**config.mk**
```make
export PLATFORM = sky130hd
export DESIGN_NAME = crc_framer
export DESIGN_NICKNAME = d
export VERILOG_FILES = /design/src/rtl/crc_framer.sv
export SDC_FILE = /design/constraint.sdc
export NUM_CORES = 1
export LEC_CHECK = 0
export CORE_AREA = 2 2 104 106
export DETAILED_ROUTE_END_ITERATION = 8
export DIE_AREA = 0 0 106 108
export GPL_TIMING_DRIVEN = 0
export SLEW_MARGIN = 20
export SYNTH_ARGS = -nofsm -noshare
export SYNTH_HDL_FRONTEND = slang
export SYNTH_SLANG_ARGS = --single-unit
export TNS_END_PERCENT = 30
```
**constraint.sdc**
```tcl
create_clock -name clk -period 1.93 [get_ports clk]
set_clock_uncertainty 0.1 [all_clocks]
set_input_delay 0.386 -clock clk [delete_from_list [all_inputs] [get_ports clk]]
set_output_delay 0.386 -clock clk [all_outputs]
set_load 0.05 [all_outputs]
```
**src/rtl/crc_framer.sv**
```systemverilog
// crc_framer: passes a last-delimited byte stream through with one cycle of
// latency, appends a reflected CRC8 (poly 0x1d, init 0xFF) after each frame,
// truncates frames at MAX_LEN and inserts IFG idle cycles between frames.

module crc8_engine (
    input  logic       clk,
    input  logic       rst_n,
    input  logic       init_i,
    input  logic       valid_i,
    input  logic [7:0] data_i,
    output logic [7:0] crc_o
);
    logic [7:0] crc_q, crc_d;
    logic [7:0] mix;

    // Next CRC: init wins over data; one byte folded in LSB-first per valid.
    always_comb begin
        crc_d = crc_q;
        mix   = crc_q ^ data_i;
        if (init_i) begin
            crc_d = '1;
        end else if (valid_i) begin
            for (int unsigned b = 0; b < 8; b++) begin
                mix = mix[0] ? ((mix >> 1) ^ 8'hB8) : (mix >> 1);
            end
            crc_d = mix;
        end
    end

    // CRC register, holds 0xFF through reset.
    always_ff @(posedge clk or negedge rst_n) begin
        if (!rst_n) crc_q <= '1;
        else        crc_q <= crc_d;
    end

    assign crc_o = crc_q;
endmodule

module crc_framer #(
    parameter int MAX_LEN = 1500,
    parameter int IFG     = 2
) (
    input  logic        clk,
    input  logic        rst_n,
    input  logic        axiiv,
    input  logic [7:0]  axiid,
    input  logic        axiil,
    output logic        axiir,
    output logic        axiov,
    output logic [7:0]  axiod,
    output logic        axiol,
    output logic        err,
    output logic [15:0] frames
);
    localparam int CW = $clog2(MAX_LEN + 1);

    typedef enum logic [1:0] {S_IDLE, S_DATA, S_CRC, S_GAP} state_t;

    state_t        state_q, state_d;
    logic          en_q;
    logic [CW-1:0] cnt_q, cnt_d;
    logic [7:0]    gap_q, gap_d;
    logic          trunc_q, trunc_d;
    logic          ov_q, ov_d, ol_q, ol_d, err_q, err_d;
    logic [7:0]    od_q, od_d;
    logic [15:0]   frames_q, frames_d;
    logic          accept, at_max, open_st, eng_init;
    logic [7:0]    crc;

    assign open_st  = (state_q == S_IDLE) || (state_q == S_DATA);
    // en_q keeps ready low until the first edge after reset release.
    assign axiir    = rst_n && en_q && open_st;
    assign accept   = axiiv && axiir;
    assign at_max   = (int'(cnt_q) + 1 == MAX_LEN);
    assign eng_init = !rst_n || (state_q == S_CRC);

    crc8_engine u_crc (
        .clk     (clk),
        .rst_n   (rst_n),
        .init_i  (eng_init),
        .valid_i (accept),
        .data_i  (axiid),
        .crc_o   (crc)
    );

    // Next-state, byte/gap counters and registered output stage.
    always_comb begin
        state_d  = state_q;
        cnt_d    = cnt_q;
        gap_d    = gap_q;
        trunc_d  = trunc_q;
        ov_d     = 1'b0;
        ol_d     = 1'b0;
        od_d     = od_q;
        err_d    = 1'b0;
        frames_d = frames_q;
        case (state_q)
            S_IDLE, S_DATA: begin
                if (accept) begin
                    ov_d = 1'b1;
                    od_d = axiid;
                    if (axiil || at_max) begin
                        state_d = S_CRC;
                        cnt_d   = '0;
                        trunc_d = !axiil;
                    end else begin
                        state_d = S_DATA;
                        cnt_d   = cnt_q + CW'(1);
                    end
                end
            end
            S_CRC: begin
                ov_d     = 1'b1;
                ol_d     = 1'b1;
                od_d     = crc;
                err_d    = trunc_q;
                trunc_d  = 1'b0;
                frames_d = frames_q + 16'd1;
                gap_d    = '0;
                state_d  = (IFG > 0) ? S_GAP : S_IDLE;
            end
            S_GAP: begin
                gap_d = gap_q + 8'd1;
                if (int'(gap_q) + 1 >= IFG) state_d = S_IDLE;
            end
            default: state_d = S_IDLE;
        endcase
    end

    // State and output registers, all cleared by reset.
    always_ff @(posedge clk or negedge rst_n) begin
        if (!rst_n) begin
            state_q  <= S_IDLE;
            en_q     <= 1'b0;
            cnt_q    <= '0;
            gap_q    <= '0;
            trunc_q  <= 1'b0;
            ov_q     <= 1'b0;
            ol_q     <= 1'b0;
            od_q     <= '0;
            err_q    <= 1'b0;
            frames_q <= '0;
        end else begin
            state_q  <= state_d;
            en_q     <= 1'b1;
            cnt_q    <= cnt_d;
            gap_q    <= gap_d;
            trunc_q  <= trunc_d;
            ov_q     <= ov_d;
            ol_q     <= ol_d;
            od_q     <= od_d;
            err_q    <= err_d;
            frames_q <= frames_d;
        end
    end

    assign axiov  = ov_q;
    assign axiod  = od_q;
    assign axiol  = ol_q;
    assign err    = err_q;
    assign frames = frames_q;
endmodule

```
**Yosys cells after proc, flatten, opt, wreduce, memory -nomap -nowiden**

Index checks and enable logic that the tools add are counted.

- Add/sub/neg operators: 5
- Magnitude comparators: 1
- Equal/unequal tests: 7
- Multiplexer cells: 25
- Bitwise gates (word level): 9
- Reduce and logical (&&, ||, !) cells: 17

Operator list:

| cell | count |
|---|---|
| 8-bit 2-to-1 mux | 11 |
| 3-bit inverter with 4-bit output | 8 |
| 8-bit case mux with 2 select lines | 2 |
| 16-bit by 1-bit adder with 16-bit output (second input constant) | 1 |
| 11-bit by 1-bit adder with 12-bit output (second input constant) | 1 |
| 12-bit by 11-bit == test with 1-bit output (second input constant) | 1 |
| 11-bit by 1-bit adder with 11-bit output (second input constant) | 1 |
| 11-bit 2-to-1 mux | 1 |
| 8-bit by 1-bit adder with 9-bit output (second input constant) | 1 |
| 9-bit by 2-bit greater-or-equal comparator with 1-bit output (second input constant) | 1 |
| 8-bit by 1-bit adder with 8-bit output (second input constant) | 1 |
| 8-bit XOR | 1 |
| 2-bit 2-to-1 mux | 3 |
| 2-bit != test (second input constant) | 3 |
| 2-bit case mux with 3 select lines | 1 |
| 2-bit AND reduction | 3 |
| 2-bit nonzero test | 3 |
| 1-bit 2-to-1 mux | 5 |
| 2-bit == test (second input constant) | 2 |
| 1-bit case mux with 2 select lines | 2 |
| 1-bit logical AND | 3 |
| 1-bit logical OR | 3 |
| 3-bit AND reduction | 1 |
| 2-bit by 1-bit == test with 1-bit output (second input constant) | 1 |
| 3 further kinds | 4 |

- Bits in registers: 58
- Input bits: 12
- Output and inout port bits: 28
- Word-level logic and storage cells: 75

**Depth between registers and ports, before layout**

Gate-level depths: netlist of run 1.

- Depth after elaboration: 19
- Gate-level depth with buffers: 7

**By module**

A second synthesis of run 1 with hierarchy kept.

- Cells, all modules: 307
- Area, all modules: 3105.5 µm²

By module, submodules not included:

| module | instances | cells each | area each (µm²) | sequential area each (µm²) |
|---|---|---|---|---|
| crc_framer | 1 | 255 | 2477.4 | 1251.2 |
| crc8_engine | 1 | 52 | 628.1 | 210.2 |

**Worst setup path before layout of run 1**

Ideal clock, no wire load.

- Kind: reg-to-reg
- Start point: reg frames_q[0] (netlist: frames[0])
- End point: reg frames_q[12] (netlist: frames[12])
- Setup time: 0.142 ns
- Data arrival time: 1.555 ns
- Data required time: 1.688 ns
- Path slack: 0.133 ns
- Cell stages (with the launch flop): 6
- Buffers on the path: 0
- Clock period less this slack: 1.797 ns
- Cell sequence: dfrtp_1 -> ha_1 -> nand4_1 -> nor2_1 -> nand3_1 -> xnor2_1

- Cells in the longest elaborated chain, start to end: 1

RTL lines:

| item | RTL line | text |
|---|---|---|
| start: declaration | 66 | `logic [15:0] frames_q, frames_d;` |
| start signal: assignment | 153 | `frames_q <= frames_d;` |
| 16-bit by 1-bit adder with 16-bit output | 118 | `frames_d = frames_q + 16'd1;` |

Every way passes these cells.
A chain may end at the register's enable or synchronous reset.

**Worst setup path in the final report of run 1**

- Start point: reg cnt_q[1]
- End point: reg cnt_q[2]

- Cells in the longest elaborated chain, start to end: 4
- Elaborated cells between the ends (all ways): 5
- Those cells by class: add/sub: 2; eq/ne: 1; mux: 1; reduce/logical: 1

RTL lines:

| item | RTL line | text |
|---|---|---|
| start: declaration | 61 | `logic [CW-1:0] cnt_q, cnt_d;` |
| start signal: assignment | 146 | `cnt_q <= cnt_d;` |
| 11-bit by 1-bit adder with 12-bit output | 74 | `assign at_max = (int'(cnt_q) + 1 == MAX_LEN);` |
| 12-bit by 11-bit == test with 1-bit output | 74 |  |
| 1-bit logical OR | 102 | `if (axiil \|\| at_max) begin` |
| 11-bit 2-to-1 mux (*) | 102 |  |

Every way passes the cells marked *; elsewhere a longest branch is shown, timed or not.

==> results of run 1 <==
-- cells in the mapped netlist (3+ instances only) --
library cell  number  share of area
clkbuf_1           4         0.0051
nand3_1           13          0.022
nor2_1            11          0.014
nand2_1           53          0.068
and3_1             3         0.0064
xnor2_1           33          0.098
dfstp_2            8          0.072
nor4_1             3         0.0064
o21ai_0            9          0.015
a31oi_1            3         0.0064
nor3_1             7          0.012
ha_1               4          0.017
a22oi_1            7          0.018
o31ai_1            9          0.023
a21oi_1            7          0.012
a31o_2             6          0.018
nand4_1            8          0.017
inv_1              6         0.0077
xor2_1             7          0.021
dfrtp_1           50           0.43
-- critical path, cell delays in order (launching register included) --
cell and delay [ns]:
dfrtp_1 0.41, ha_4 0.18, nand2_1 0.08, nor3_4 0.20, xor2_2 0.25, a31oi_4 0.19
a221o_1 0.33
-- worst paths after layout --
kind,start,end,cells after the start
worst max-delay path,cnt_q[1],cnt_q[2],6
worst min-delay path,rst_n,gap_q[3],2
worst max register to register,cnt_q[1],cnt_q[2],6
worst min register to register,frames[15],frames[15],1
max in group asynchronous,rst_n,frames[7],2
min in group clk,rst_n,u_crc.crc_o[2],3
-- layout by cell type, fill, tap and decap left out, types with 8 or more instances in the layout --
cell,n
dfstp_2,8
dfrtp_1,48
nand3_1,13
o21ai_0,9
nand4_1,8
dlygate4sd2_1,27
xnor2_1,33
clkdlybuf4s50_1,10
o31ai_1,8
clkbuf_8,10
nand2_1,53
nor2_1,9
-- stage by stage --
stage / cells / setup TNS (ns) / utilization / hold WS [ns]
final: 486 / 0 / 0.367 / 0.0136
after floorplan: 291 / 0 / - / -0.00959
after detailed placement: 467 / -13.50 / 0.344 / 0.205
after CTS: 484 / 0 / 0.363 / 0.0163
after global placement: 466 / -174.52 / 0.342 / 0.364
after global routing: 486 / -0.0657 / 0.367 / 0.0171
-- timing repair --
item	in CTS	in global routing
hold endpoints to repair	22	0
pin swaps	1	1
resized for setup	39	8
hold buffers	2	0
setup endpoints to repair	54	26
buffers inserted	0	2
-- flip-flops by register name, summed over array words and instances, names as in the netlist --
name and flops:
axiod 8, axiol 1, axiov 1, cnt_q 11, en_q 1, err 1
frames 16, gap_q 8, state_q 2, trunc_q 1, u_crc.crc_o 8
-- layer usage --
metal / GRT usage / wire length [um]
met5: 0 / 0
met4: 0.0320 / 103
met3: 0.0464 / 261
met2: 0.198 / 3100
met1: 0.157 / 3090
-- where the power goes --
group	switching (uW)	total, uW	internal, uW	leakage [uW]
Clock	463	1080	621	0.0000962
Sequential	242	1760	1510	0.000740
Combinational	1160	1800	646	0.000794
Total	1860	4640	2780	0.00163
-- cell families (layout without fill, tap and decap cells) --
| family | count (synthesis) | in the layout | share of synthesized area |
|---|---|---|---|
| adders and majority gates | 4 | 4 | 0.0170 |
| AOI/OAI and AO/OA | 55 | 55 | 0.138 |
| muxes | 2 | 2 | 0.00681 |
| DFF | 58 | 58 | 0.497 |
| buffers and inverters | 15 | 74 | 0.0238 |
| xor gates and xnor gates | 41 | 41 | 0.125 |
| and+or+nand+nor | 115 | 115 | 0.192 |
| other | 1 | 1 | 0.00128 |
-- cell type report --
cell class | count | area (um2)
Buffer | 8 | 47.5
Clock buffer | 12 | 145
Clock inverter | 3 | 40.0
Fill cell | 1047 | 6480
Inverter | 7 | 30.0
Multi-Input combinational cell | 218 | 1440
Sequential cell | 58 | 1460
Tap cell | 136 | 170
Timing Repair Buffer | 44 | 420
==> metrics.txt, run 1 <==
source-to-sink clock delay at the later pin of the worst-skew pair 0.34 ns; maximum fanout along the worst path 9; Seq/Total Area, Yosys 0.497; element type at the critical path end flop; share of final-layout standard cells stronger than drive strength 1 0.160; clock tree from TritonCTS yes; Boundary Pins 40; GP Congestion 0.815; detailed-route via count roughly 2400; Final period util 0.969; share of async-settable or async-resettable flops after synthesis 1.00; number of global-route vias before repair approximately 2300; final number of hold-violating endpoints 0; All-Layer GR Usage 0.123; maximum clock rate approximately 0.53 GHz; Final Total Pwr about 4600 uW; number of setup violations in the final report 0; minimum clock period after layout about 1.9 ns; TritonCTS sink count 58; number of nets produced by synthesis about 300; total power per unit cell area roughly 1200 nW/um2; aggregate global routing overflow 0; number of remaining DRC errors 0; area added between synthesis and finish 27.7%; die boundary width roughly 110 um; number of enable-type register cells in the synthesized netlist 0; Worst slew margin 0.652; classification of the worst-slack hold path input port to asynchronous set/reset pin; total standard cell area after synthesis slightly below 3000 um2; max-slew violation count 0; Placeable Area approximately 10000 um2; number of antenna violations at the first check in global routing 0; DP Wirelength approximately 4600 um; Post-layout nets 362; average instance area after synthesis approximately 10 um2; max_cap viols 0; data required time of the worst path around 2.1 ns; flop-to-flop setup slack between 0.05 and 0.06 ns; Clk Tree Root Cell clkbuf_8; Clock H-tree levels 3; Die Ht between 100 and 150 um; global-route wire length before repair around 11000 um; CP Class flop to flop; number of buffers added by the clock tree synthesis step 9; iteration-0 DRC count of the detailed router 77; flop and latch count out of synthesis 58; highest ir drop seen on vdd about 0.53 mV; data arrival time of the worst path just under 2 ns; number of search-and-repair iterations in the first detailed-routing pass 4; pin count of the biggest net entering global routing 29; average detailed-routed wire length per instance 13.5 um; Non-Filler Cell Area, Final between 3000 and 4000 um2; setup slack after layout 0.0592 ns; Antenna Violating Nets Remaining 0; Starting Density 0.287; Worst Max-Slew Pin Slew ~0.52 ns; Placed Instance Area roughly 3500 um2; wire length reported by the detailed router ~6600 um; Pleak between 0.0015 and 0.002 uW; post-synthesis instance total between 200 and 300; worst setup slack after placement -0.603 ns; detailed-route vias per instance just under 5; num rows 37; Clock Pin Slew Worst Setup and Hold Paths roughly 0.070 ns; setup repair after global routing missed its margin yes; Critical Path Source Type flop; Synth cell types 51; Ant. Diodes 0; number of warnings issued by yosys 0; floorplan die area 11400 um2; number of buffers inserted by port buffering 39; run status completed; buffer levels on the longest clock path 2; most used flip-flop cell after synthesis dfrtp_1
(Power assumes the default switching activity.)
==> run 2, diff against run 1 <==
--- a/config.mk
+++ b/config.mk
@@ -9,6 +9,7 @@
 export DETAILED_ROUTE_END_ITERATION = 8
 export DIE_AREA = 0 0 106 108
 export GPL_TIMING_DRIVEN = 0
+export PLACE_DENSITY_LB_ADDON = 0.25
 export SLEW_MARGIN = 20
 export SYNTH_ARGS = -nofsm -noshare
 export SYNTH_HDL_FRONTEND = slang
==> run 2 against run 1 <==
Net effect:
- sequential share of layout area down 0.20 points
- global-route usage up 0.54 points
- design area up 0.43%
- clock power up 6%
- critical path depth up 1
- register-to-register slack about the same
- power up 1.2%
- non-clock buffer count up 1
- sequential cell count unchanged
- first-iteration DRC count up 1.3%
- combinational power about the same
- hold slack better by 0.026 ns
- largest cell class unchanged
- highest routed layer unchanged
==> metrics.txt, run 2 (same netlist as run 1, synthesis figures left out) <==
share of final-layout standard cells stronger than drive strength 1 0.159 (-0.000909); CP Class input port to flop; most frequent cells in the layout nand2_1 (53), dfrtp_1 (49), xnor2_1 (33); fraction of power consumed by sequential logic 0.371 (-0.007); Placeable Area 10200 um2 (unchanged); Critical R2R Capture cnt_q[2]; max_cap viols 0 (unchanged); final number of hold-violating endpoints 0 (unchanged); Critical Path Source Type input port; aggregate global routing overflow 0 (unchanged); DP Wirelength 4520 um (-1.1%); Filler Cells Inserted 1050 (+0.29%); max-slew violation count 0 (unchanged); iteration-0 DRC count of the detailed router 78 (+1.3%); total power per unit cell area 1250 nW/um2 (+0.76%); GP Congestion 0.739 (-9.4%); element type at the critical path end flop; num rows 37 (unchanged); Sequential cell area 1460 um2 (about the same); flop-to-flop setup slack 0.06 ns (about the same); depth of the worst register-to-register path 6 (unchanged); number of buffers added by the clock tree synthesis step 9 (unchanged); Boundary Pins 40 (unchanged); Clock Pin Slew Worst Setup and Hold Paths 0.07 ns (about the same); wire length reported by the detailed router 6620 um (+0.99%); multi-input gate area in the final layout 1420 um2 (-1.0%); Worst slew margin 0.567 (-0.0851); max reg flops 16 (unchanged); setup repair after global routing missed its margin yes; pin count of the biggest net entering global routing 37 (+28%); maximum fanout along the worst path 8 (-1); number of setup violations in the final report 0 (unchanged); minimum clock period after layout 1.89 ns (+0.0161 ns); run status completed; highest ir drop seen on vdd 0.664 mV (+26%); number of remaining DRC errors 0 (unchanged); Pleak 0.00164 uW (+0.40%); clock network power share 0.245 (+0.012); proportion of power drawn by combinational gates 0.384 (-0.004); number of antenna violations at the first check in global routing 0 (unchanged); Ant. Diodes 0 (unchanged); post-layout util 0.368 (+0.00159); clock tree from TritonCTS yes; classification of the worst-slack hold path input port to asynchronous set/reset pin; TritonCTS sink count 58 (unchanged); setup slack after layout 0.0431 ns (-0.0161 ns); detailed-route vias per instance 4.73 (-2.2%); Critical R2R Launch cnt_q[0]; area added between synthesis and finish 28.2%; Antenna Violating Nets Remaining 0 (unchanged); die boundary width 106 um (unchanged); All-Layer GR Usage 0.129 (+0.00540); Die Ht 108 um (unchanged); global-route wire length before repair 11600 um (+3.1%); internal power contribution 2820 uW (+1.5%); Worst Max-Slew Pin Slew 0.647 ns (+0.123 ns); most common cell after layout, fill and taps aside nand2_1; source-to-sink clock delay at the later pin of the worst-skew pair 0.33 ns (about the same); data required time of the worst path 2.11 ns (+0.06 ns); maximum clock rate 0.530 GHz (-0.85%); Post-layout nets 363 (+0.28%); number of global-route vias before repair 2355 (+0.99%); Clock H-tree levels 3 (unchanged); aggregate negative setup slack 0 ns (unchanged); floorplan die area 11400 um2 (unchanged); worst slack on hold paths 0.0395 ns (+0.0260 ns); average detailed-routed wire length per instance 13.6 um (+0.58%); detailed-route via count 2309 (-1.8%); number of search-and-repair iterations in the first detailed-routing pass 4 (unchanged); Final period util 0.978 (+0.00833); data arrival time of the worst path 2.06 ns (+0.07 ns); worst setup slack after placement -0.517 ns (+0.0855 ns); buffer levels on the longest clock path 2 (unchanged); Clk Tree Root Cell clkbuf_8; number of buffers inserted by port buffering 39 (unchanged); Starting Density 0.287 (unchanged); Switching Share 0.399 (-0.00164); switching power summed over all nets 1880 uW (+0.78%)
run 2: changes by cell type in the layout (fill, tap and decap cells not counted), sizes merged:
cell / delta
clkinvlp: +2
dlygate4sd3: +1
clkinv: -1
run 2: layer usage:
layer	global-route usage	vias to the layer above	part of all wire
met1	0.165	1123	0.48
met3	0.0404	5	0.031
met2	0.213	32	0.48
met4	0.0310	0	0.0098
li1	-	1149	-
met5	0	-	0
run 2: what timing repair did:
item | CTS | global route
buffers inserted | 0 | 3
setup endpoints to repair | 52 | 20
hold endpoints to repair | 14 | 0
pin swaps | 1 | 2
gates resized for setup | 38 | 5
hold buffers | 2 | 0
run 2: how the worst max path moves through the flow:
stage / startpoint / slack [ns] / endpoint / cells after the start
5_1_grt: cnt_q[0] / -0.05 / cnt_q[2] / 6
3_5_place_dp: rst_n / -0.52 / axiod[5] / 7
6_report: axiiv / 0.04 / cnt_q[4] / 7
2_1_floorplan: frames[0] / 0.13 / frames[12] / 5
3_3_place_gp: rst_n / -2.95 / state_q[1] / 5
4_1_cts: state_q[0] / 0.01 / frames[12] / 7
run 2: power groups by stage:
stage / combinational (uW) / sequential (uW) / clock (uW)
floorplan: 892 / 2190 / 0
global placement: 1850 / 1760 / 0
detailed placement: 1870 / 1770 / 0
CTS: 1800 / 1740 / 1190
global route: 1990 / 1790 / 1250
finish: 1800 / 1740 / 1150
run 2: final cells by class:
type	instances	area share
sequential	58	0.388
clock buffer	12	0.0412
tap	136	0.0452
multi-input combinational	218	0.377
timing repair buffer	45	0.115
buffer	8	0.0126
inverter	7	0.00797
clock inverter	4	0.0133
run 2: worst max-delay path, cell delays in order:
cell and delay (ns):
clkdlybuf4s50_1 0.48, and4b_1 0.22, nand2b_1 0.13, or2_2 0.31
buf_6 0.14, o31ai_1 0.25, a31o_2 0.14
run 2: stage by stage:
stage | cell area (um2) | total power [uW] | std cells
3_3_place_gp | 3500 | 3620 | 466
6_report | 3770 | 4700 | 488
4_1_cts | 3730 | 4730 | 485
3_5_place_dp | 3520 | 3640 | 467
2_1_floorplan | 2940 | 3080 | 291
5_1_grt | 3770 | 5020 | 488
==> run 3, diff against run 2 <==
--- a/config.mk
+++ b/config.mk
@@ -5,13 +5,15 @@
 export SDC_FILE = /design/constraint.sdc
 export NUM_CORES = 1
 export LEC_CHECK = 0
-export CORE_AREA = 2 2 104 106
+export CORE_AREA = 2 2 107 109
+export CTS_CLUSTER_SIZE = 12
 export DETAILED_ROUTE_END_ITERATION = 8
-export DIE_AREA = 0 0 106 108
+export DIE_AREA = 0 0 109 111
 export GPL_TIMING_DRIVEN = 0
 export PLACE_DENSITY_LB_ADDON = 0.25
 export SLEW_MARGIN = 20
 export SYNTH_ARGS = -nofsm -noshare
 export SYNTH_HDL_FRONTEND = slang
+export SYNTH_HIERARCHICAL = 1
 export SYNTH_SLANG_ARGS = --single-unit
 export TNS_END_PERCENT = 30
==> run 3 against run 2 <==
Net effect:
- maximum frequency rose by 1.6%
- critical endpoint is now cnt_q[3]
- final cell count up 5.7%
- register-to-register slack barely moved
- die area grew 5.7%
- utilization up 0.16 points
- design area is 8.7% higher
- critical path type is now flop to flop
- combinational power down 14%
==> metrics.txt, run 3 <==
Critical Path Source Type flop; number of antenna violations at the first check in global routing 0 (unchanged); die boundary width 109 um (+2.8%); Starting Density 0.280 (-0.00691); data arrival time of the worst path 2.00 ns (-0.06 ns); Placeable Area 11100 um2 (+8.3%); CP Class flop to flop; number of buffers added by the clock tree synthesis step 9 (unchanged); Clock H-tree levels 3 (unchanged); total power per unit cell area 1150 nW/um2 (-7.4%); number of buffers inserted by port buffering 39 (unchanged); TritonCTS sink count 58 (unchanged); Worst Max-Slew Pin Slew 0.955 ns (+0.308 ns); area added between synthesis and finish 32.0%; flop and latch count out of synthesis 58 (unchanged); run status completed; most common cell after layout, fill and taps aside dfrtp_1; Clk Tree Root Cell clkbuf_16; number of setup violations in the final report 0 (unchanged); number of enable-type register cells in the synthesized netlist 0 (unchanged); Ant. Diodes 0 (unchanged); post-layout util 0.370 (+0.00158); Post-layout nets 384 (+5.8%); most used flip-flop cell after synthesis dfrtp_1; data required time of the worst path 2.08 ns (-0.03 ns); total standard cell area after synthesis 3110 um2 (+5.7%); number of warnings issued by yosys 6 (+6); aggregate global routing overflow 0 (unchanged); Boundary Pins 40 (unchanged); max-slew violation count 0 (unchanged); iteration-0 DRC count of the detailed router 145 (+86%); Pleak 0.00186 uW (+14%); pin count of the biggest net entering global routing 32 (-14%); CP cell instances ha_2, and4b_2, a311oi_4, buf_4, a41oi_1, a31oi_1; number of remaining DRC errors 0 (unchanged); Worst Min Path Start rst_n; minimum clock period after layout 1.86 ns (-0.0306 ns); share of final-layout standard cells stronger than drive strength 1 0.147 (-0.0116); Clock Pin Slew Worst Setup and Hold Paths 0.05 ns (-0.02 ns); top cells by area in the synthesized netlist dfrtp_1 (40%), dfstp_2 (6.8%), xnor2_1 (6.5%); source-to-sink clock delay at the later pin of the worst-skew pair 0.32 ns (about the same); detailed-route via count 2560 (+11%); number of nets produced by synthesis 323 (+5.2%); most frequent cells in the layout dfrtp_1 (50), nand2_1 (45), dlygate4sd2_1 (26); Critical R2R Launch cnt_q[0]; max_cap viols 0 (unchanged); Seq/Total Area, Yosys 0.471 (-0.0266); peak per-stage delay on the critical path 0.42 ns (-0.06 ns); final number of hold-violating endpoints 0 (unchanged); leading area contributor after synthesis dfrtp_1; global-route wire length before repair 12200 um (+5.4%); startpoint of the worst setup timing path cnt_q[0]; Antenna Violating Nets Remaining 0 (unchanged); buffer levels on the longest clock path 2 (unchanged); average detailed-routed wire length per instance 14.3 um (+5.4%); num rows 39 (+5.4%); DP Wirelength 4740 um (+4.8%); number of search-and-repair iterations in the first detailed-routing pass 4 (unchanged); Final period util 0.962 (-0.0158); share of async-settable or async-resettable flops after synthesis 1.00 (unchanged); wire length reported by the detailed router 7370 um (+11%); Die Ht 111 um (+2.8%); number of buffers and inverters on the critical path 1 (-1); maximum fanout along the worst path 4 (-4); max reg flops 16 (unchanged); Largest delay share family, worst path compound AO/OA/AOI/OAI gates; Synth cell types 50 (-2.0%); maximum clock rate 0.539 GHz (+1.6%); most instantiated library cell after synthesis dfrtp_1; All-Layer GR Usage 0.129 (+0.000184); number of global-route vias before repair 2453 (+4.2%); aggregate negative setup slack 0 ns (unchanged); average instance area after synthesis 10.1 um2 (+0.16%); Worst slew margin 0.362 (-0.206); detailed-route vias per instance 4.96 (+4.9%); top cells by count, synth dfrtp_1 (50), nand2_1 (45), xnor2_1 (23); highest ir drop seen on vdd 0.603 mV (-9.2%); worst setup slack after placement -0.879 ns (-0.362 ns); setup slack after layout 0.0737 ns (+0.0306 ns); floorplan die area 12100 um2 (+5.7%); cell type of the slowest stage on the worst timing path dfrtp_1; fraction of synthesized cell area taken by the top area cell type 0.403 (-0.0228); classification of the worst-slack hold path input port to flop; element type at the critical path end flop; GP Congestion 0.768 (+4.0%); worst slack on hold paths 0.331 ns (+0.291 ns); clock tree from TritonCTS yes; post-synthesis instance total 307 (+5.5%)
## run 3: cell type report
class                           instances  area [um2]
Buffer                                  6        40.0
Clock buffer                           10         239
Clock inverter                          6        41.3
Fill cell                            1104        6980
Inverter                               13        56.3
Multi-Input combinational cell        230        1600
Sequential cell                        58        1460
Tap cell                              143         179
Timing Repair Buffer                   50         478
## run 3: path summary, 6_finish.rpt
check	endpoint	slack, ns	cells after the start
setup / recovery	cnt_q[3]	0.07	6
hold / removal	u_crc/crc_o[0]	0.33	3
setup reg to reg	cnt_q[3]	0.07	6
hold reg to reg	frames[15]	0.38	1
max in group asynchronous	axiov	0.47	2
min in group asynchronous	gap_q[0]	0.59	4
## run 3: through the flow
stage	std cells	total power, uW	cell area, um2
floorplan	307	2800	3110
global placement	489	3280	3680
detailed placement	490	3310	3690
CTS	513	4750	4040
global route	516	5010	4100
finish	516	4730	4100
## run 3: timing repair
action	CTS	global route
pin swaps	1	3
setup endpoints to repair	43	26
gates resized for setup	39	11
cloned	0	1
endpoints found under the hold margin	19	0
buffers inserted	3	3
hold buffers	4	0
## run 3: worst reg2reg max path, cell delays in order (launching register included)
cell,delay (ns)
dfrtp_1,0.42
ha_2,0.23
and4b_2,0.27
a311oi_4,0.32
buf_4,0.18
a41oi_1,0.11
a31oi_1,0.15
## run 3: cell families (layout without fill, tap and decap cells)
group	count (synthesis)	after routing	share of synthesized area
AND/OR/NAND/NOR	123	123	0.204
flip-flops	58	58	0.471
AO/OA/AOI/OAI	56	57	0.123
XOR/XNOR	40	40	0.141
buffers and inverters	20	85	0.0270
multiplexers	5	5	0.0165
adder cells (fa/ha/maj)	4	4	0.0161
other	1	1	0.00121
## run 3: routing by layer
layer | track usage | up-vias | part of all wire
li1 | - | 1226 | -
met2 | 0.195 | 66 | 0.46
met1 | 0.175 | 1263 | 0.49
met4 | 0.0487 | 0 | 0.011
met3 | 0.0341 | 5 | 0.047
met5 | 0 | - | 0
## run 3: where the power goes
group | internal (uW) | switching [uW] | total, uW
Combinational | 579 | 965 | 1540
Sequential | 1460 | 230 | 1690
Clock | 902 | 589 | 1490
